==> src/rtl/sa_dma_pkg.sv <==
// Shared types and helpers for the systolic-array DMA schedulers.
package sa_dma_pkg;

  localparam int unsigned ADDR_W = 32;
  localparam int unsigned LEN_W  = 32;
  localparam int unsigned RR_MAX = 8;

  typedef enum logic [2:0] {
    IDLE,
    LAUNCH,
    RUN,
    RESP,
    GAP
  } wr_sched_state_t;

  // One-hot round-robin winner: first set bit searching upward from ptr+1, wrapping at n.
  function automatic logic [RR_MAX-1:0] next_rr(input logic [RR_MAX-1:0] req,
                                                input logic [2:0]        ptr,
                                                input logic [3:0]        n);
    logic [RR_MAX-1:0] oh;
    logic              found;
    int unsigned       idx;
    oh    = '0;
    found = 1'b0;
    idx   = 0;
    for (int unsigned i = 1; i <= RR_MAX; i++) begin
      if (i <= 32'(n)) begin
        idx = (32'(ptr) + i) % 32'(n);
        if (!found && req[idx[2:0]]) begin
          oh[idx[2:0]] = 1'b1;
          found        = 1'b1;
        end
      end
    end
    return oh;
  endfunction

endpackage

==> src/rtl/dma_rr_pick.sv <==
// Combinational round-robin picker; shared by the write and future read schedulers.
module dma_rr_pick
  import sa_dma_pkg::*;
#(
  parameter  int unsigned N_REQ = 4,
  localparam int unsigned IDX_W = $clog2(N_REQ)
) (
  input  logic [N_REQ-1:0] i_req,
  input  logic [IDX_W-1:0] i_ptr,
  output logic [N_REQ-1:0] o_onehot_c,
  output logic [IDX_W-1:0] o_index_c,
  output logic             o_any_c
);

  logic [RR_MAX-1:0] w_oh_full;

  assign w_oh_full  = next_rr(RR_MAX'(i_req), 3'(i_ptr), 4'(N_REQ));
  assign o_onehot_c = N_REQ'(w_oh_full);
  assign o_any_c    = |i_req;

  // Binary index of the one-hot winner.
  always_comb begin
    o_index_c = '0;
    for (int unsigned k = 0; k < N_REQ; k++) begin
      if (o_onehot_c[k]) o_index_c = IDX_W'(k);
    end
  end

endmodule

==> src/rtl/dma_wr_sched.sv <==
// Round-robin scheduler sharing one AXI write DMA among N_REQ producers.
// Optional watchdog: define DMA_WR_SCHED_TIMEOUT_EN to abort a job with an
// error after TIMEOUT_CYCLES in RUN without a DMA done.
module dma_wr_sched
  import sa_dma_pkg::*;
#(
  parameter  int unsigned N_REQ          = 4,
  parameter  int unsigned DATA_W         = 32,
  parameter  int unsigned TIMEOUT_CYCLES = 65535,
  localparam int unsigned IDX_W          = $clog2(N_REQ)
) (
  input  logic                      ACLK,
  input  logic                      ARESET,
  input  logic [N_REQ-1:0]          i_req,
  input  logic [N_REQ*ADDR_W-1:0]   i_base_addr,
  input  logic [N_REQ*LEN_W-1:0]    i_byte_len,
  output logic [N_REQ-1:0]          o_grant,
  output logic [N_REQ-1:0]          o_done,
  output logic [N_REQ-1:0]          o_error,
  input  logic [N_REQ*DATA_W-1:0]   i_data,
  input  logic [N_REQ-1:0]          i_valid,
  output logic [N_REQ-1:0]          o_ready,
  output logic                      o_busy,
  output logic                      o_dma_start,
  output logic [ADDR_W-1:0]         o_dma_base_addr,
  output logic [LEN_W-1:0]          o_dma_byte_len,
  input  logic                      i_dma_busy,
  input  logic                      i_dma_done,
  input  logic                      i_dma_error,
  output logic [DATA_W-1:0]         o_dma_data,
  output logic                      o_dma_valid,
  input  logic                      i_dma_ready
);

  wr_sched_state_t   r_state;
  logic [IDX_W-1:0]  r_ptr;
  logic [N_REQ-1:0]  r_grant;
  logic [N_REQ-1:0]  r_done;
  logic [N_REQ-1:0]  r_error;
  logic              r_busy;
  logic              r_dma_start;
  logic [ADDR_W-1:0] r_addr;
  logic [LEN_W-1:0]  r_len;
`ifdef DMA_WR_SCHED_TIMEOUT_EN
  logic [31:0]       r_tcnt;
`endif

  logic [N_REQ-1:0]  w_pick_oh;
  logic [IDX_W-1:0]  w_pick_idx;
  logic              w_pick_any;
  logic [ADDR_W-1:0] w_sel_addr;
  logic [LEN_W-1:0]  w_sel_len;
  logic [N_REQ-1:0]  w_route;
  logic [DATA_W-1:0] w_data;
  logic              w_valid;
  logic [N_REQ-1:0]  w_ready;
  logic              w_unused;

  // DMA busy is status only and the watchdog limit is unused without the feature.
  assign w_unused = i_dma_busy | (TIMEOUT_CYCLES == 32'd0);

  dma_rr_pick #(.N_REQ(N_REQ)) u_pick (
    .i_req      (i_req),
    .i_ptr      (r_ptr),
    .o_onehot_c (w_pick_oh),
    .o_index_c  (w_pick_idx),
    .o_any_c    (w_pick_any)
  );

  // Address/length of the round-robin winner.
  always_comb begin
    w_sel_addr = '0;
    w_sel_len  = '0;
    for (int unsigned k = 0; k < N_REQ; k++) begin
      if (w_pick_oh[k]) begin
        w_sel_addr = w_sel_addr | i_base_addr[k*ADDR_W +: ADDR_W];
        w_sel_len  = w_sel_len  | i_byte_len[k*LEN_W +: LEN_W];
      end
    end
  end

  // Stream steering from the owner to the DMA, open only while the job runs.
  assign w_route = (r_state == RUN) ? r_grant : '0;

  always_comb begin
    w_data  = '0;
    w_valid = 1'b0;
    w_ready = '0;
    for (int unsigned k = 0; k < N_REQ; k++) begin
      if (w_route[k]) begin
        w_data     = w_data | i_data[k*DATA_W +: DATA_W];
        w_valid    = w_valid | i_valid[k];
        w_ready[k] = i_dma_ready;
      end
    end
  end

  // Job FSM: arbitrate, launch, wait for completion, respond, then a guard cycle.
  always_ff @(posedge ACLK) begin
    if (ARESET) begin
      r_state     <= IDLE;
      r_ptr       <= '0;
      r_grant     <= '0;
      r_done      <= '0;
      r_error     <= '0;
      r_busy      <= 1'b0;
      r_dma_start <= 1'b0;
      r_addr      <= '0;
      r_len       <= '0;
`ifdef DMA_WR_SCHED_TIMEOUT_EN
      r_tcnt      <= '0;
`endif
    end else begin
      r_done      <= '0;
      r_error     <= '0;
      r_dma_start <= 1'b0;
      case (r_state)
        IDLE: begin
          if (w_pick_any) begin
            r_grant <= w_pick_oh;
            r_busy  <= 1'b1;
            r_addr  <= w_sel_addr;
            r_len   <= w_sel_len;
            r_ptr   <= w_pick_idx;
            if (w_sel_len == '0) begin
              r_done  <= w_pick_oh;
              r_state <= RESP;
            end else begin
              r_state <= LAUNCH;
            end
          end
        end
        LAUNCH: begin
          r_dma_start <= 1'b1;
`ifdef DMA_WR_SCHED_TIMEOUT_EN
          r_tcnt      <= '0;
`endif
          r_state     <= RUN;
        end
        RUN: begin
          if (i_dma_done) begin
            r_done  <= r_grant;
            r_error <= i_dma_error ? r_grant : '0;
            r_state <= RESP;
          end
`ifdef DMA_WR_SCHED_TIMEOUT_EN
          else if (r_tcnt == 32'(TIMEOUT_CYCLES)) begin
            r_done  <= r_grant;
            r_error <= r_grant;
            r_state <= RESP;
          end else begin
            r_tcnt <= r_tcnt + 32'd1;
          end
`endif
        end
        RESP: begin
          r_grant <= '0;
          r_busy  <= 1'b0;
          r_state <= GAP;
        end
        GAP:     r_state <= IDLE;
        default: r_state <= IDLE;
      endcase
    end
  end

  assign o_grant         = r_grant;
  assign o_done          = r_done;
  assign o_error         = r_error;
  assign o_busy          = r_busy;
  assign o_dma_start     = r_dma_start;
  assign o_dma_base_addr = r_addr;
  assign o_dma_byte_len  = r_len;
  assign o_dma_data      = w_data;
  assign o_dma_valid     = w_valid;
  assign o_ready         = w_ready;

endmodule

==> config.mk <==
export PLATFORM = sky130hd
export DESIGN_NAME = dma_wr_sched
export DESIGN_NICKNAME = d
export VERILOG_FILES = /design/src/rtl/sa_dma_pkg.sv /design/src/rtl/dma_rr_pick.sv /design/src/rtl/dma_wr_sched.sv
export SDC_FILE = /design/constraint.sdc
export NUM_CORES = 1
export LEC_CHECK = 0
export CORE_AREA = 2 2 198 200
export DETAILED_ROUTE_END_ITERATION = 12
export DIE_AREA = 0 0 200 202
export PLACE_DENSITY = 0.57
export SETUP_SLACK_MARGIN = 0.02
export SLEW_MARGIN = 10
export SYNTH_ARGS = -nofsm -noshare
export SYNTH_HDL_FRONTEND = slang
export SYNTH_SLANG_ARGS = --single-unit
==> constraint.sdc <==
create_clock -name ACLK -period 4.29 [get_ports ACLK]
set_input_delay 1.0725 -clock ACLK [delete_from_list [all_inputs] [get_ports ACLK]]
set_output_delay 1.0725 -clock ACLK [all_outputs]
set_load 0.02 [all_outputs]
==> impl_metrics.json, run 1 <==
{
  "coreArea_um2": 38290,
  "die_w_um": 200,
  "max_freq_mhz": 241.0,
  "clock_latency_ns": 0.35,
  "seqPwrFrac": 0.128,
  "nFillCells": 3938,
  "min_path_type": "register to register",
  "num_vias": 9597,
  "critPathKind": "input port to register",
  "initial_core_util": 0.1647,
  "critPathMaxFanout": 7,
  "worst_path_largest_cell_delay_ns": 0.61,
  "synth_cells": 848,
  "dieArea_um2": 40400,
  "min_period_ns": 4.149,
  "crit_chain": "dlygate4sd2_1 > buf_4 > mux4_2 > nand2_2 > o21ai_4 > clkbuf_16 > a222oi_1 > nand3b_1 > or4_4 > nor4_1 > nand4_1 > buf_6 > buf_4 > o22ai_1",
  "yosysWarningCount": 0,
  "numCtsBuffers": 9,
  "synth.distinct_cells": 43,
  "area_growth_pct": 107.7,
  "gr-usage-all-layers": 0.1916,
  "antenna_left": 0,
  "gp_congestion": 0.8928,
  "required_ns": 4.56,
  "crit_slowest_cell": "or4_4",
  "p_total_mw": 9.383,
  "leakage_nw": 4.834,
  "async_reset_ff_frac": 0,
  "cts-root-buf": "clkbuf_16",
  "clk_pin_slew_ns": 0.06,
  "portBuffers": 511,
  "clockPowerShare": 0.081,
  "drv_slew": 0,
  "syn-cell-area_um2": 6307,
  "p_per_area_nw_per_um2": 716.4,
  "rsz0062_at_grt": "false",
  "worst_slew_pin_slew_ns": 0.8579,
  "cts.path.max_buffers": 2,
  "tns_ns": 0,
  "grt_overflow": 0,
  "ys_ff_latch": 83,
  "final_cells": 1918,
  "outcome": "finished, final reports clean",
  "drt-pass1-iter-count": 6,
  "grt_pass1_wl_um": 58260,
  "holdWs_ns": 0.4582,
  "vias_per_cell": 5.004,
  "pin_count": 513,
  "htreeDepth": 3,
  "p_sw_frac": 0.4831,
  "antenna_found_initial": 4,
  "finalCritPeriodShare": 0.9671,
  "crit_top_cell": "buf_4",
  "wl_per_cell_um": 21.58,
  "max-slew-margin-rel": 0.4280,
  "fin_skew_ns": 0.008533,
  "arrival_ns": 4.42,
  "rows": 72,
  "drtIter0Drc": 820,
  "ys_seq_area_frac": 0.2634,
  "grt_max_degree": 60,
  "p_sw_mw": 4.533,
  "synth_nets": 1253,
  "dpl.cell_count": 1885,
  "finalNetCount": 1795,
  "cp-start-kind": "input port",
  "die_y_um": 202,
  "synth_edf_count": 0,
  "grt_pass1_vias": 9571,
  "drv_cap": 0,
  "hold_viol_final": 0,
  "synthFlopType": "dfxtp_1",
  "comb_power_share": 0.791,
  "cts.sinks": 83,
  "synth.avg_cell_area_um2": 7.438,
  "power.internal_mw": 4.851,
  "ir_worst_vdd_mv": 0.3733,
  "cts_tree": "done",
  "finalSetupViolCount": 0,
  "wl_um": 41400,
  "drcViolationCount": 0,
  "drive_gt1_frac": 0.1211,
  "hpwl_um": 32420,
  "worstSetupEndpointType": "register"
}
[worst paths after layout]
check	depth (start not counted)	startpoint	end	slack (ns)
max	14	i_req[3]	o_done[0]	0.14
min reg2reg	2	o_dma_byte_len[30]	o_dma_byte_len[30]	0.46
min	2	o_dma_byte_len[30]	o_dma_byte_len[30]	0.46
max reg2reg	15	r_ptr[0]	o_done[0]	0.43
[flip-flops by register name, summed over array words and instances, names as in the netlist]
| signal | flops |
|---|---|
| o_error | 4 |
| o_grant | 4 |
| o_dma_byte_len | 32 |
| r_state | 3 |
| o_done | 4 |
| o_dma_start | 1 |
| r_ptr | 2 |
| o_busy | 1 |
| o_dma_base_addr | 32 |
[what timing repair did]
| item | 4_1_cts | 5_1_grt |
|---|---|---|
| cloned | 1 | 1 |
| pin swaps | 5 | 6 |
| hold buffers | 0 | 0 |
| endpoints found under the setup margin | 5 | 5 |
| gates resized for setup | 16 | 16 |
| buffers inserted | 6 | 5 |
[critical path: cells and delay by family]
family | cells | cell delay, ns
AND/OR/NAND/NOR | 5 | 1.36
buffers and inverters | 5 | 0.88
AO/OA/AOI/OAI | 3 | 0.57
multiplexers | 1 | 0.53
[synthesized netlist by cell type (all sizes together) (2+ instances only)]
cell type | count | area share
a211oi | 4 | 0.0048
a21oi | 28 | 0.022
a221o | 4 | 0.0063
a221oi | 12 | 0.017
a222oi | 32 | 0.051
a22o | 12 | 0.017
a22oi | 132 | 0.16
a311oi | 17 | 0.024
a31oi | 20 | 0.020
and2 | 10 | 0.0099
and3 | 8 | 0.0079
buf | 17 | 0.019
clkbuf | 82 | 0.049
dfxtp | 83 | 0.26
ha | 7 | 0.014
inv | 23 | 0.014
mux2 | 2 | 0.0036
mux4 | 3 | 0.011
nand2 | 121 | 0.072
nand2b | 3 | 0.0030
nand3 | 17 | 0.013
nand3b | 20 | 0.024
nand4 | 62 | 0.061
nand4b | 3 | 0.0042
nor2 | 46 | 0.027
nor2b | 4 | 0.0040
nor3 | 9 | 0.0071
nor4 | 6 | 0.0060
o2111ai | 20 | 0.028
o21ai | 23 | 0.019
o22ai | 2 | 0.0020
o32ai | 2 | 0.0028
or2 | 2 | 0.0020
or2b | 4 | 0.0048
or4 | 5 | 0.0060
[layer usage]
metal  up-vias  GRT usage  routed length, um
li1       4451          -                  -
met2       570     0.3327              19940
met4         0    0.06772               1478
met1      4505     0.2255              15930
met3        71    0.05039               4048
met5         -          0                  0
[layout make-up]
type                       count  area (um2)  share of cell area
inverter                      23       86.33            0.006591
sequential                    83        1662              0.1269
antenna                        5       12.51           0.0009553
timing repair buffer         629        6132              0.4682
multi-input combinational    644        4278              0.3266
clock inverter                 6       40.04            0.003057
clock buffer                  10       239.0             0.01825
tap                          518       648.1             0.04948
[power by group through the flow]
stage	Clock (mW)	Combinational [mW]	Sequential, mW
finish	0.756	7.42	1.20
global route	0.816	7.90	1.24
CTS	0.783	7.27	1.20
detailed placement	0	7.06	1.22
global placement	0	7.03	1.21
floorplan	0	3.17	1.50
[per-stage QoR]
step / setup WS, ns / util / cell area [um2]
6_report: 0.1412 / 0.3421 / 13100
5_1_grt: 0.01061 / 0.3420 / 13090
4_1_cts: 0.03777 / 0.3381 / 12950
3_5_place_dp: -0.6062 / 0.3285 / 12580
3_3_place_gp: -0.5446 / 0.3285 / 12580
2_1_floorplan: 0.5988 / - / 6307
[cell usage in the layout (no fill, tap or decap), types with 16 or more instances in the layout]
master,synthesis,layout
a21oi_1,28,28
a222oi_1,32,32
a22oi_1,132,130
a311oi_1,17,17
a31oi_1,20,20
buf_4,2,106
clkdlybuf4s50_1,0,506
dfxtp_1,83,83
inv_1,23,23
nand2_1,121,119
nand3_1,17,16
nand3b_1,20,20
nand4_1,62,62
nor2_1,46,45
o2111ai_1,20,20
o21ai_0,19,18
[cell families after synthesis]
kind of cell | count (synthesis) | share of synthesized area
compound gates | 308 | 0.3700
flops | 83 | 0.2634
buf+inv | 122 | 0.08113
mux | 5 | 0.01428
fa+ha+maj | 7 | 0.01389
simple gates | 323 | 0.2573
Note: power is estimated with default switching activity, not from simulation.
==> inputs of run 2 (changes only) <==
--- a/config.mk
+++ b/config.mk
@@ -10,6 +10,7 @@
 export DIE_AREA = 0 0 200 202
 export PLACE_DENSITY = 0.57
 export SETUP_SLACK_MARGIN = 0.02
+export SKIP_LAST_GASP = 1
 export SLEW_MARGIN = 10
 export SYNTH_ARGS = -nofsm -noshare
 export SYNTH_HDL_FRONTEND = slang
==> results of run 2 <==
Final layout, timing and power as in run 1 (identical DEF).
